### src/rtl/npn_tt_eval_if.sv
// Handshake and configuration bundle for the NPN truth-table evaluator.
// master = traffic source / configurator, slave = evaluator.
// PW must match the evaluator: $clog2(N_IN) bits per permutation field.
interface npn_tt_eval_if #(
  parameter int N_IN = 4
) ();
  localparam int PW = $clog2(N_IN);
  localparam int TW = 2**N_IN;

  // configuration port
  logic               cfg_we;
  logic [TW-1:0]      cfg_tt;
  logic [N_IN-1:0]    cfg_neg_in;
  logic [N_IN*PW-1:0] cfg_perm;
  logic               cfg_neg_out;
  logic               cfg_busy;
  logic               cfg_err;

  // input stream
  logic               in_valid;
  logic               in_ready;
  logic [N_IN-1:0]    in_x;

  // output stream
  logic               out_valid;
  logic               out_ready;
  logic               out_y;
  logic [15:0]        out_count;

  modport master (
    output cfg_we, cfg_tt, cfg_neg_in, cfg_perm, cfg_neg_out,
    input  cfg_busy, cfg_err,
    output in_valid, in_x,
    input  in_ready,
    input  out_valid, out_y, out_count,
    output out_ready
  );

  modport slave (
    input  cfg_we, cfg_tt, cfg_neg_in, cfg_perm, cfg_neg_out,
    output cfg_busy, cfg_err,
    input  in_valid, in_x,
    output in_ready,
    output out_valid, out_y, out_count,
    input  out_ready
  );
endinterface

### src/rtl/npn_tt_eval.sv
// Evaluates a configurable boolean function under input negation/permutation and output negation.
// Latency: 2 cycles input transfer -> out_valid; 1 result/cycle with out_ready high.
// Backpressure: 2-entry pipeline; in_ready drops when both stages are full and out is stalled.
module npn_tt_eval #(
  parameter int                 N_IN    = 4,
  parameter logic [2**N_IN-1:0] INIT_TT = 16'h16E9
) (
  input  logic         clk,
  input  logic         rst,
  npn_tt_eval_if.slave bus
);
  localparam int PW = $clog2(N_IN);
  localparam int TW = 2**N_IN;

  // Identity permutation: field i selects input i.
  function automatic logic [N_IN*PW-1:0] f_identity();
    logic [N_IN*PW-1:0] p;
    p = '0;
    for (int i = 0; i < N_IN; i++) p[PW*i +: PW] = PW'(i);
    return p;
  endfunction

  localparam logic [N_IN*PW-1:0] ID_PERM = f_identity();

  // configuration state
  logic [TW-1:0]      r_tt;
  logic [N_IN-1:0]    r_neg_in;
  logic [N_IN*PW-1:0] r_perm;
  logic               r_neg_out;
  logic               r_err;

  // pipeline state
  logic               r_s1_vld;
  logic [N_IN-1:0]    r_s1_v;
  logic               r_s2_vld;
  logic               r_s2_y;
  logic [15:0]        r_count;

  logic               w_busy;
  logic               w_s2_free;
  logic               w_s1_free;
  logic               w_in_ready;
  logic               w_perm_ok;
  logic               w_cfg_ok;
  logic [N_IN-1:0]    w_u;
  logic [N_IN-1:0]    w_v;
  logic               w_y;

  assign w_busy     = r_s1_vld | r_s2_vld;
  // A stage may load when its own content leaves this cycle or it is empty.
  assign w_s2_free  = ~r_s2_vld | bus.out_ready;
  assign w_s1_free  = ~r_s1_vld | w_s2_free;
  // No input is taken while a config write is presented, so config never races data.
  assign w_in_ready = ~rst & ~bus.cfg_we & w_s1_free;
  assign w_cfg_ok   = ~w_busy & ~bus.in_valid & w_perm_ok;

  // Reject any permutation with an out-of-range or repeated field.
  always_comb begin
    w_perm_ok = 1'b1;
    for (int i = 0; i < N_IN; i++) begin
      if (int'(bus.cfg_perm[PW*i +: PW]) >= N_IN) w_perm_ok = 1'b0;
      for (int j = i + 1; j < N_IN; j++) begin
        if (bus.cfg_perm[PW*i +: PW] == bus.cfg_perm[PW*j +: PW]) w_perm_ok = 1'b0;
      end
    end
  end

  // Stage-1 datapath: negate inputs, then gather through the permutation.
  always_comb begin
    w_u = bus.in_x ^ r_neg_in;
    w_v = '0;
    for (int i = 0; i < N_IN; i++) w_v[i] = w_u[r_perm[PW*i +: PW]];
  end

  // Stage-2 datapath: truth-table lookup on the stage-1 minterm index.
  assign w_y = r_tt[r_s1_v] ^ r_neg_out;

  // Config registers and sticky error; config only changes with the pipeline empty.
  always_ff @(posedge clk) begin
    if (rst) begin
      r_tt      <= INIT_TT;
      r_neg_in  <= '0;
      r_perm    <= ID_PERM;
      r_neg_out <= 1'b0;
      r_err     <= 1'b0;
    end else if (bus.cfg_we) begin
      if (w_cfg_ok) begin
        r_tt      <= bus.cfg_tt;
        r_neg_in  <= bus.cfg_neg_in;
        r_perm    <= bus.cfg_perm;
        r_neg_out <= bus.cfg_neg_out;
      end else begin
        r_err     <= 1'b1;
      end
    end
  end

  // Two-stage pipeline; out_y holds its value while stalled.
  always_ff @(posedge clk) begin
    if (rst) begin
      r_s1_vld <= 1'b0;
      r_s1_v   <= '0;
      r_s2_vld <= 1'b0;
      r_s2_y   <= 1'b0;
    end else begin
      if (bus.in_valid && w_in_ready) begin
        r_s1_vld <= 1'b1;
        r_s1_v   <= w_v;
      end else if (w_s2_free) begin
        r_s1_vld <= 1'b0;
      end
      if (w_s2_free) begin
        r_s2_vld <= r_s1_vld;
        if (r_s1_vld) r_s2_y <= w_y;
      end
    end
  end

  // Completed output transfers, free-running and wrapping.
  always_ff @(posedge clk) begin
    if (rst) begin
      r_count <= '0;
    end else if (r_s2_vld && bus.out_ready) begin
      r_count <= r_count + 16'd1;
    end
  end

  assign bus.in_ready  = w_in_ready;
  assign bus.out_valid = r_s2_vld;
  assign bus.out_y     = r_s2_y;
  assign bus.out_count = r_count;
  assign bus.cfg_busy  = w_busy;
  assign bus.cfg_err   = r_err;

endmodule

### src/flat_wrapper.sv
// flat-port wrapper written by rule: the top's interface ports become plain ports
module npn_tt_eval_flat 
#(
  parameter int                 N_IN    = 4,
  parameter logic [2**N_IN-1:0] INIT_TT = 16'h16E9
)
  (clk, rst, bus_cfg_we, bus_cfg_tt, bus_cfg_neg_in, bus_cfg_perm, bus_cfg_neg_out, bus_cfg_busy, bus_cfg_err, bus_in_valid, bus_in_x, bus_in_ready, bus_out_valid, bus_out_y, bus_out_count, bus_out_ready);
  npn_tt_eval_if #(.N_IN(N_IN)) bus_i ();
  input  logic clk;
  input  logic rst;
  input wire logic [$bits(bus_i.cfg_we)-1:0] bus_cfg_we;
  input wire logic [$bits(bus_i.cfg_tt)-1:0] bus_cfg_tt;
  input wire logic [$bits(bus_i.cfg_neg_in)-1:0] bus_cfg_neg_in;
  input wire logic [$bits(bus_i.cfg_perm)-1:0] bus_cfg_perm;
  input wire logic [$bits(bus_i.cfg_neg_out)-1:0] bus_cfg_neg_out;
  output wire logic [$bits(bus_i.cfg_busy)-1:0] bus_cfg_busy;
  output wire logic [$bits(bus_i.cfg_err)-1:0] bus_cfg_err;
  input wire logic [$bits(bus_i.in_valid)-1:0] bus_in_valid;
  input wire logic [$bits(bus_i.in_x)-1:0] bus_in_x;
  output wire logic [$bits(bus_i.in_ready)-1:0] bus_in_ready;
  output wire logic [$bits(bus_i.out_valid)-1:0] bus_out_valid;
  output wire logic [$bits(bus_i.out_y)-1:0] bus_out_y;
  output wire logic [$bits(bus_i.out_count)-1:0] bus_out_count;
  input wire logic [$bits(bus_i.out_ready)-1:0] bus_out_ready;
  assign bus_i.cfg_we = bus_cfg_we;
  assign bus_i.cfg_tt = bus_cfg_tt;
  assign bus_i.cfg_neg_in = bus_cfg_neg_in;
  assign bus_i.cfg_perm = bus_cfg_perm;
  assign bus_i.cfg_neg_out = bus_cfg_neg_out;
  assign bus_cfg_busy = bus_i.cfg_busy;
  assign bus_cfg_err = bus_i.cfg_err;
  assign bus_i.in_valid = bus_in_valid;
  assign bus_i.in_x = bus_in_x;
  assign bus_in_ready = bus_i.in_ready;
  assign bus_out_valid = bus_i.out_valid;
  assign bus_out_y = bus_i.out_y;
  assign bus_out_count = bus_i.out_count;
  assign bus_i.out_ready = bus_out_ready;
  npn_tt_eval #(.N_IN(N_IN), .INIT_TT(INIT_TT)) u_core (.clk(clk), .rst(rst), .bus(bus_i));
endmodule
### config.mk
export PLATFORM = sky130hd
export DESIGN_NAME = npn_tt_eval_flat
export DESIGN_NICKNAME = d
export VERILOG_FILES = /design/src/rtl/npn_tt_eval_if.sv /design/src/rtl/npn_tt_eval.sv /design/src/flat_wrapper.sv
export SDC_FILE = /design/constraint.sdc
export NUM_CORES = 1
export LEC_CHECK = 0
export CORE_MARGIN = 4
export CORE_UTILIZATION = 53
export CTS_CLUSTER_DIAMETER = 40
export DETAILED_ROUTE_END_ITERATION = 10
export PLACE_DENSITY = 0.84
export SETUP_SLACK_MARGIN = 0.02
export SLEW_MARGIN = 10
export SYNTH_ARGS = -nofsm -noshare
export SYNTH_HDL_FRONTEND = slang
export SYNTH_SLANG_ARGS = --single-unit
### constraint.sdc
create_clock -name clk -period 5.17 [get_ports clk]
set_clock_uncertainty 0.1 [all_clocks]
set_input_delay 1.551 -clock clk [delete_from_list [all_inputs] [get_ports clk]]
set_output_delay 1.551 -clock clk [all_outputs]
set_load 0.02 [all_outputs]
# [After elaboration in Yosys (flattened, before gate mapping)]
# Cells that the tools add are included.
[word_totals] inputBits=38 reg_bits=53 output_inout_bits=21 elab_cells=62
[op_classes] eq_ne=6 n_addsub=1 n_lt_le_gt_ge=5 bitwise_logic=16 muxes=18 n_reduce_logical=6
[op_table] op="$add A16 B1 Y16 const B" count=1
[op_table] op="$mux W1" count=13
[op_table] op="$eq A2 B2 Y1" count=6
[op_table] op="$lt A2 B3 Y1 const B" count=4
[op_table] op="$bmux W1 S2" count=4
[op_table] op="$not A1 Y1" count=7
[op_table] op="$reduce_and A2 Y1" count=3
[op_table] op="$lt A4 B5 Y1 const B" count=1
[op_table] op="$and A1 B1 Y1" count=4
[op_table] op="$bmux W1 S4" count=1
[op_table] op="$xor A4 B4 Y4" count=1
[op_table] op="$or A1 B1 Y1" count=3
[op_table] op="$logic_and A1 B1 Y1" count=2
[op_table] op="$reduce_bool A2 Y1" count=1
[op_table] op="$xor A1 B1 Y1" count=1

# [Depth between registers and ports, before layout]
# Gate-level depths: netlist of run 1.
[depth] ltp_word=10 mapped_depth=7 mapped_depth_nobuf=5

# [Least setup slack after synthesis of run 1]
# Ideal clock, no wire load.
[synth_path] path_kind="in2out" startpoint="input port bus_cfg_we" endpoint="output port bus_in_ready" path_buffers=1 t_arrival_ns=2.569 slack_ns=0.950 path_stages=2 required_ns=3.519 path_cell_list="clkbuf_1 a211oi_1"
[synth_via] elab_chain_cells=3
[synth_lines] element="from (decl)" line="flat_wrapper.sv:11" source="input wire logic [$bits(bus_i.cfg_we)-1:0] bus_cfg_we;"
[synth_lines] element="$not A1 Y1" line="npn_tt_eval.sv:54" source="assign w_in_ready = ~rst & ~bus.cfg_we & w_s1_free;"
[synth_lines] element="$and A1 B1 Y1 (2 in a row)" line="npn_tt_eval.sv:54"
[synth_lines] element="to (decl)" line="flat_wrapper.sv:20" source="output wire logic [$bits(bus_i.in_ready)-1:0] bus_in_ready;"
# Every way passes these cells.

# [Final worst setup path of run 1]
[layout_path] startpoint="input port bus_out_ready" endpoint="output port bus_in_ready"
[layout_via] elab_chain_cells=3
[layout_lines] element="from (decl)" line="flat_wrapper.sv:24" source="input wire logic [$bits(bus_i.out_ready)-1:0] bus_out_ready;"
[layout_lines] element="$or A1 B1 Y1" line="npn_tt_eval.sv:51" source="assign w_s2_free = ~r_s2_vld | bus.out_ready;"
[layout_lines] element="$or A1 B1 Y1" line="npn_tt_eval.sv:52" source="assign w_s1_free = ~r_s1_vld | w_s2_free;"
[layout_lines] element="$and A1 B1 Y1" line="npn_tt_eval.sv:54"
# Every way passes these cells.

==> reports/qor.csv, run 1 <==
metric,value,unit
hold_buffers,0,
worstSkewPairLatency,0.31,ns
whs,0.385,ns
drt_pre_antenna_iters,4,
vias,2223,
cp.required,3.52,ns
clkSinkCount,53,
fin_crit,4.81,ns
io-pin-count,59,
cts_tree,done,
antenna_found_initial,0,
synth_top_family_by_area,simple AND/OR/NAND/NOR gates,
critPathLaunchType,input pin,
rsz0062_at_grt,no,
power,793,uW
peakVddDrop,0.131,mV
path_class,input pin to output pin,
grt_overflow,0,
ys_seq_elements,53,
synth_cell_type_count,31,
rows,24,
fp.dieH,76.9,um
hold_viol_final,0,
worstHoldPathType,flip-flop to flip-flop,
maxCapViolCount,0,
slew_viol_final,0,
start_util,0.562,
h-tree-depth,2,
numCtsBuffers,5,
path_clk_slew,0.09,ns
drt_wl_total,6.02,mm
clock_path_buffers,2,
timing.setup.tns,0,ns
synth_area_per_cell,9.07,um2
die_w,76.9,um
yosysTopAreaCell,dfxtp_1,
layout-drive-gt1-share,0.0753,
finalWeightedCongestion,0.780,
p_per_area,248,nW/um2
synth-compound-area-share,0.118,
synth_cells,277,
critPathArrivalTime,3.16,ns
synth-xor-area-share,0.0906,
dieArea,5910,um2
p_leak,0.00109,uW
grt_pass1_vias,2229,
syn2layout_area_growth,27.1,%
max-slew-margin-rel,0.435,
cts_resized,0,
finalSetupViolCount,0,
diodes,0,
netlist_area,2510,um2
drtIter0Drc,196,
status,finished clean,
yosysTopAreaCellShare,0.422,
cp-end-kind,output pin,
grt_max_degree,66,
grtUsageTotal,0.208,
core_area,4470,um2
synthMuxAreaShare,0.132,
synthesis.nets,316,
worst_slew_pin_slew,0.841,ns
fin_nets,370,
seq_area_frac_synth,0.422,
yosys_warnings,0,
utilization,0.714,
root_buffer,clkbuf_8,
post-dp-hpwl,4.36,mm
synth_area_leaders,"dfxtp_1 42%, mux4_2 8.1%, nor2_1 6.6%",
ant_nets,0,
io_buffers,58,
drc,0,
synthSimpleGateAreaFrac,0.190,
grt_pass1_wl,9.98,mm
synthAdderAreaFrac,0.00498,
viasPerCell,5.79,
fin_crit_sh,0.930,
cp_max_fo,6,
post_cts.repair.setup_buffers,0,
drt-wirelength-per-cell,15.7,um
max_freq,0.208,GHz
## sequential cells by signal, summed over array words and instances, names as in the netlist
| register | flops |
|---|---|
| u_core.bus.out_count | 16 |
| u_core.r_tt | 16 |
| u_core.r_perm | 8 |
| u_core.r_neg_in | 4 |
| u_core.r_s1_v | 4 |
| u_core.bus.cfg_err | 1 |
| u_core.bus.out_valid | 1 |
| u_core.bus.out_y | 1 |
| u_core.r_neg_out | 1 |
| u_core.r_s1_vld | 1 |
## final timing paths
check | startpoint | end | slack [ns] | cells after the start
worst max-delay path | bus_out_ready | bus_in_ready | 0.36 | 5
worst min-delay path | u_core.bus.cfg_err$_SDFFE_PP0P_ | u_core.bus.cfg_err$_SDFFE_PP0P_ | 0.38 | 2
worst max register to register | u_core.r_s1_vld$_SDFFE_PP0P_ | u_core.r_tt[6]$_SDFFE_PP1P_ | 2.50 | 5
worst min register to register | u_core.bus.cfg_err$_SDFFE_PP0P_ | u_core.bus.cfg_err$_SDFFE_PP0P_ | 0.38 | 2
## metrics by stage
stage,std cells,worst slack [ns],instance area (um2)
6_report,384,0.361,3190
3_3_place_gp,376,0.362,3090
5_1_grt,384,0.276,3190
2_1_floorplan,277,0.950,2510
3_5_place_dp,376,0.365,3090
4_1_cts,384,0.343,3190
## layer usage
metal / up-vias / routed length [um] / global-route usage
li1: 1076 / - / -
met1: 1073 / 2430 / 0.236
met2: 64 / 3180 / 0.378
met3: 10 / 331 / 0.0422
met4: 0 / 87 / 0.0815
met5: - / 0 / 0
## worst max-delay path: stages
cell,delay (ns)
clkdlybuf4s50_1,0.48
nor2b_1,0.09
a211oi_1,0.24
buf_4,0.19
clkdlybuf4s50_1,0.61
## cell usage after synthesis
cell type   n
buf_12      1
mux4_2      9
buf_4       1
ha_1        1
a211o_1     1
or4_1       1
o22ai_1     2
mux2i_1    13
nand4_1     2
xor2_1     17
a211oi_1    2
buf_1       1
nand2_1     8
nor2_1     44
xnor2_1     9
clkbuf_1   10
dfxtp_1    53
nand3_1    22
nor2_8      1
buf_6       2
inv_1       4
and2_1      1
nor2b_1     2
or3_1       6
a21oi_1    29
and4_1      1
o21ai_0    23
and3_1      2
nor4_2      1
or2_2       1
nor3_1      7
## cell families (layout without fill, tap and decap cells)
logic type	after synthesis	in the layout
AOI/OAI and AO/OA	57	57
xor gates and xnor gates	26	26
adders and majority gates	1	1
buffers and inverters	19	74
DFF	53	53
muxes	22	22
and+or+nand+nor	99	99
## cells in the final DEF, fill, tap and decap left out, drive strengths merged, types with 2 or more instances in the layout
cell,instances
mux2i,13
and3,2
o21ai,23
xnor2,9
or3,6
nor2,45
buf,5
nand2,8
nor3,7
nand4,2
dfxtp,53
a21oi,29
mux4,9
o22ai,2
a211oi,2
clkdlybuf4s50,57
clkbuf,7
xor2,17
nor2b,2
inv,4
nand3,22
## final cells by class
cell class / instances / area (um2)
clock inverters: 1 / 5.00
well taps: 52 / 65.1
clock buffers: 7 / 96.3
fillers: 350 / 1280
multi-input cells: 205 / 1350
repair buffers: 62 / 606
inverters: 4 / 15.0
flip-flops and latches: 53 / 1060
## power by group
group          internal [uW]  total (uW)  leakage (uW)  switching (uW)
logic                   61.3         117      0.000610            56.0
clock network            121         250     0.0000542             129
registers                417         425      0.000429            7.85
total                    600         793       0.00109             193
(Power assumes the default switching activity.)
==> inputs of run 2 (changes only) <==
- CORE_UTILIZATION: 53 -> 45
- PLACE_DENSITY: 0.84 -> 0.76
- clock period: 5.17 -> 3.9 ns (I/O delays scaled with it)
==> run 2 against run 1 <==
  * Non-clock buffer count grew 2
  * Register-to-register slack got worse by 0.96 ns
  * Critical path type unchanged
  * Via count fell by 3.1%
  * Largest cell class unchanged
  * Hold slack worse by 0.0079 ns
  * Critical path depth decreased by 1
  * Highest routed layer unchanged
  * Sequential share of layout area is 0.22 points lower
  * First-iteration DRC count is 38% lower
  * Flip-flop and latch count unchanged
==> reports/qor.csv, run 2 (synthesis gave the netlist of run 1 again) <==
metric,value,unit,change
post-dp-hpwl,4.12,mm,-5.5%
design_area,3220,um2,+0.67%
fin_crit_sh,0.953,,
cp_cell_sequence,clkdlybuf4s50_1 -> nor2b_1 -> a211oi_1 -> dlygate4sd2_1,,
rsz0062_at_grt,no,,
fin_crit,3.72,ns,
drtIter0Drc,122,,-38%
path_clk_slew,0.08,ns,about the same
p_per_area,319,nW/um2,+28%
utilization,0.610,,-0.104
cts_tree,done,,
layout_setup_ws,0.184,ns,-0.177 ns
fin_nets,372,,+0.54%
critPathLaunchType,input pin,,
grtUsageTotal,0.177,,-0.0307
clkSinkCount,53,,unchanged
vias,2155,,-3.1%
start_util,0.477,,-0.0848
io_buffers,58,,unchanged
die_w,82.7,um,+7.6%
drt-wirelength-per-cell,14.1,um,-10%
max-slew-margin-rel,0.564,,+0.129
clock_path_buffers,2,,unchanged
h-tree-depth,2,,unchanged
post-place-ws,-0.118,ns,-0.482 ns
swShare,0.242,,-0.00110
cp-end-kind,output pin,,
fp.dieH,82.7,um,+7.6%
core_area,5270,um2,+18%
pwr-share-clk,0.299,,-0.017
regToRegSetupSlack,1.54,ns,-0.96 ns
grt_pass1_wl,9.34,mm,-6.4%
slew_viol_final,0,,unchanged
cp_max_fo,4,,-2
p_int,777,uW,+30%
grt_max_degree,66,,unchanged
grt_overflow,0,,unchanged
io-pin-count,59,,unchanged
status,finished clean,,
root_buffer,clkbuf_8,,
layout-drive-gt1-share,0.0751,,-0.000226
worstHoldPathType,flip-flop to flip-flop,,
dieArea,6850,um2,+16%
critical-path-slowest-cell,clkdlybuf4s50_1,,
numCtsBuffers,5,,unchanged
worstSkewPairLatency,0.30,ns,about the same
worst-path-buf-inv,2,,-1
placed_area,3130,um2,+1.2%
critPathArrivalTime,2.45,ns,-0.71 ns
cp.required,2.63,ns,-0.89 ns
fin_cells,403,,+4.9%
layout_commonest_cell,clkdlybuf4s50_1,,
viasPerCell,5.35,,-7.6%
p_leak,0.00110,uW,+0.26%
syn2layout_area_growth,27.9,%,
max_freq,0.269,GHz,
drc,0,,unchanged
p_sw,248,uW,+29%
hold_viol_final,0,,unchanged
p_seq_frac,0.549,,+0.012
layout_common_cells,"56 x clkdlybuf4s50_1, 53 x dfxtp_1, 44 x nor2_1",,
drt_wl_total,5.68,mm,-5.6%
path_delay_family,buffers and inverters,,
comb_power_share,0.151,,+0.003
diodes,0,,unchanged
worst_slew_pin_slew,0.654,ns,-0.187 ns
antenna_found_initial,0,,unchanged
path_class,input pin to output pin,,
hold_buffers,0,,unchanged
ant_nets,0,,unchanged
finalWeightedCongestion,0.774,,-0.86%
post_cts.repair.setup_buffers,0,,unchanged
dpl.cell_count,396,,+5.3%
slowest_delay,0.50,ns,-0.11 ns
maxCapViolCount,0,,unchanged
finalSetupViolCount,0,,unchanged
peakVddDrop,0.167,mV,+27%
rows,26,,+8.3%
drt_pre_antenna_iters,4,,unchanged
grt_pass1_vias,2105,,-5.6%
==> run 2: per-layer routing <==
layer  vias up  global-route usage  share of wire
li1       1081                   -              -
met1      1021               0.215           0.44
met3        12              0.0390          0.049
met5         -                   0              0
met2        41               0.299           0.49
met4         0              0.0801          0.024
==> run 2: power groups by stage <==
stage | clock, uW | combinational, uW | sequential (uW)
detailed placement | 0 | 156 | 576
global placement | 0 | 154 | 576
floorplan | 0 | 89.0 | 575
global route | 333 | 171 | 565
CTS | 316 | 156 | 563
finish | 307 | 155 | 563
==> run 2: tightest hold or removal path: cells and delay by family, from the launching register on <==
family	cells	cell delay, ns
AOI/OAI and AO/OA	2	0.12
DFF	1	0.31
==> run 2: metrics by stage <==
| step | power (uW) | hold WS [ns] | setup TNS, ns |
|---|---|---|---|
| after floorplan | 664 | 0.351 | 0 |
| after global placement | 729 | 0.356 | -0.127 |
| after detailed placement | 732 | 0.364 | -0.118 |
| after CTS | 1040 | 0.379 | 0 |
| after global routing | 1070 | 0.399 | 0 |
| final | 1030 | 0.377 | 0 |
==> run 2: what timing repair did <==
item | CTS | global route
resized for setup | 1 | 0
endpoints found under the hold margin | 0 | 0
endpoints found under the setup margin | 1 | 0
==> run 2: layout make-up <==
class                      instances  area [um2]
inverter                           4        15.0
multi-input combinational        205        1350
tap                               70        87.6
clock buffer                       7        86.3
sequential                        53        1060
fill                             508        2050
timing repair buffer              64         619
==> run 2: worst paths after layout <==
check                                             startpoint                           end  depth (start not counted)
worst max-delay path                           bus_out_ready                  bus_in_ready                          4
worst min-delay path            u_core.r_tt[13]$_SDFFE_PP0P_  u_core.r_tt[13]$_SDFFE_PP0P_                          2
worst max register to register  u_core.r_s1_vld$_SDFFE_PP0P_   u_core.r_tt[7]$_SDFFE_PP1P_                          6
worst min register to register  u_core.r_tt[13]$_SDFFE_PP0P_  u_core.r_tt[13]$_SDFFE_PP0P_                          2
==> inputs of run 3 (changes only) <==
- CORE_UTILIZATION: 45 -> 35
- PLACE_DENSITY: 0.76 -> default
==> run 3 against run 2 <==
  * Non-clock buffer count grew 2
  * Combinational power is essentially flat
  * Sequential power is essentially flat
  * Highest routed layer unchanged
  * Critical path depth is the same
  * Global-route usage shrank 3.9 points
  * Flip-flop and latch count is the same
  * Routed wire length grew 4.4%
  * Sequential share of layout area shrank 0.78 points
  * Final area grew 2.4%
  * Clock power grew 26%
  * Largest power group unchanged
  * Cell count grew 7.2%
==> reports/qor.csv, run 3 (synthesis gave the netlist of run 1 again) <==
metric,value,unit,change
start_util,0.366,,-0.111
rsz0062_at_grt,no,,
h-tree-depth,2,,unchanged
max-slew-margin-rel,0.539,,-0.0253
r2r_cells,6,,unchanged
antenna_found_initial,0,,unchanged
drt-wirelength-per-cell,13.7,um,-2.6%
max_freq,0.266,GHz,-1.0%
p_per_area,337,nW/um2,+5.6%
path_class,input pin to output pin,,
dieArea,8600,um2,+26%
root_buffer,clkbuf_8,,
viasPerCell,4.89,,-8.5%
slowest_delay,0.51,ns,about the same
layout-drive-gt1-share,0.0833,,+0.00826
numCtsBuffers,5,,unchanged
timing.setup.tns,0,ns,unchanged
fill_cells,691,,+36%
layout_common_cells,"56 x clkdlybuf4s50_1, 53 x dfxtp_1, 44 x nor2_1",,
io_buffers,58,,unchanged
ant_nets,0,,unchanged
status,finished clean,,
drtIter0Drc,114,,-6.6%
cts_resized,1,,unchanged
fin_nets,374,,+0.54%
grt_pass1_vias,1898,,-9.8%
drc,0,,unchanged
gr-max-usage-layer,met2,,
critical-path-slowest-cell,clkdlybuf4s50_1,,
met3_usage,0.0309,,-0.00818
clock_path_buffers,2,,unchanged
p_leak,0.00112,uW,+2.2%
finalSetupViolCount,0,,unchanged
finalWeightedCongestion,0.739,,-4.4%
fin_crit_sh,0.963,,+0.0101
worst_slew_pin_slew,0.691,ns,+0.0371 ns
vias,2113,,-1.9%
worstHoldPathType,flip-flop to flip-flop,,
fp.dieH,92.7,um,+12%
clkSinkCount,53,,unchanged
grtUsageTotal,0.138,,-0.0388
hold_depth,2,,unchanged
drt_pre_antenna_iters,4,,unchanged
worst-path-buf-inv,2,,unchanged
grt_use_met2,0.220,,-0.0789
cp-end-kind,output pin,,
drt_wl_total,5.93,mm,+4.4%
maxCapViolCount,0,,unchanged
rows,30,,+15%
grt_pass1_wl,9.66,mm,+3.5%
cp_num_cells,4,,unchanged
path_clk_slew,0.09,ns,about the same
utilization,0.479,,-0.131
peakVddDrop,0.162,mV,-2.9%
grt_max_degree,66,,unchanged
design_area,3290,um2,+2.4%
path_delay_family,buffers and inverters,,
post_cts.repair.setup_buffers,0,,unchanged
grt_use_met1,0.191,,-0.0238
placed_area,3180,um2,+1.5%
post-dp-hpwl,4.23,mm,+2.8%
grt_overflow,0,,unchanged
cp_cell_sequence,clkdlybuf4s50_1 -> nor2b_1 -> a211oi_1 -> dlygate4sd2_1,,
syn2layout_area_growth,31.0,%,
core_area,6870,um2,+30%
critPathArrivalTime,2.49,ns,+0.04 ns
fin_crit,3.76,ns,+0.0393 ns
io-pin-count,59,,unchanged
hold_viol_final,0,,unchanged
cts_tree,done,,
worstSkewPairLatency,0.30,ns,about the same
die_w,92.7,um,+12%
cp.required,2.63,ns,about the same
diodes,0,,unchanged
cp_max_fo,3,,-1
hold_buffers,0,,unchanged
slew_viol_final,0,,unchanged
critPathLaunchType,input pin,,
layout_commonest_cell,clkdlybuf4s50_1,,
run 3: worst paths after layout:
kind | endpoint | startpoint | slack [ns]
max | bus_in_ready | bus_out_ready | 0.14
min | u_core.r_tt[11]$_SDFFE_PP0P_ | u_core.r_tt[11]$_SDFFE_PP0P_ | 0.38
max reg2reg | u_core.r_perm[5]$_SDFFE_PP1P_ | u_core.r_s1_vld$_SDFFE_PP0P_ | 1.57
min reg2reg | u_core.r_tt[11]$_SDFFE_PP0P_ | u_core.r_tt[11]$_SDFFE_PP0P_ | 0.38
run 3: metrics by stage:
stage                     power (uW)  cells  hold WS (ns)  setup WS (ns)
after global routing            1160    432         0.402         0.0805
final                           1110    432         0.379          0.145
after floorplan                  664    277         0.351          0.442
after CTS                       1120    432         0.379          0.125
after global placement           734    424         0.361         -0.168
after detailed placement         736    424         0.366         -0.169
run 3: layout make-up:
cell class / instances / area, um2 / share of cell area
timing repair buffer: 66 / 634 / 0.193
tap: 96 / 120 / 0.0365
multi-input combinational: 205 / 1350 / 0.409
clock inverter: 1 / 30.0 / 0.00912
inverter: 4 / 15.0 / 0.00456
clock buffer: 7 / 86.3 / 0.0262
sequential: 53 / 1060 / 0.322
run 3: tightest hold or removal path, stage by stage (launching register included):
cell	delay (ns)
dfxtp_1	0.32
o21ai_0	0.06
a21oi_1	0.06
run 3: layer usage:
| metal | share of wire | routed length [um] |
|---|---|---|
| met1 | 0.47 | 2810 |
| met2 | 0.48 | 2870 |
| met3 | 0.032 | 192 |
| met4 | 0.0099 | 59 |
| met5 | 0 | 0 |
run 3: report_power, final:
| group | leakage [uW] | switching, uW | total (uW) | internal, uW |
|---|---|---|---|---|
| Sequential | 0.000429 | 9.72 | 563 | 553 |
| Combinational | 0.000632 | 74.6 | 158 | 83.8 |
| Clock | 0.0000585 | 178 | 387 | 209 |
| Total | 0.00112 | 262 | 1110 | 847 |
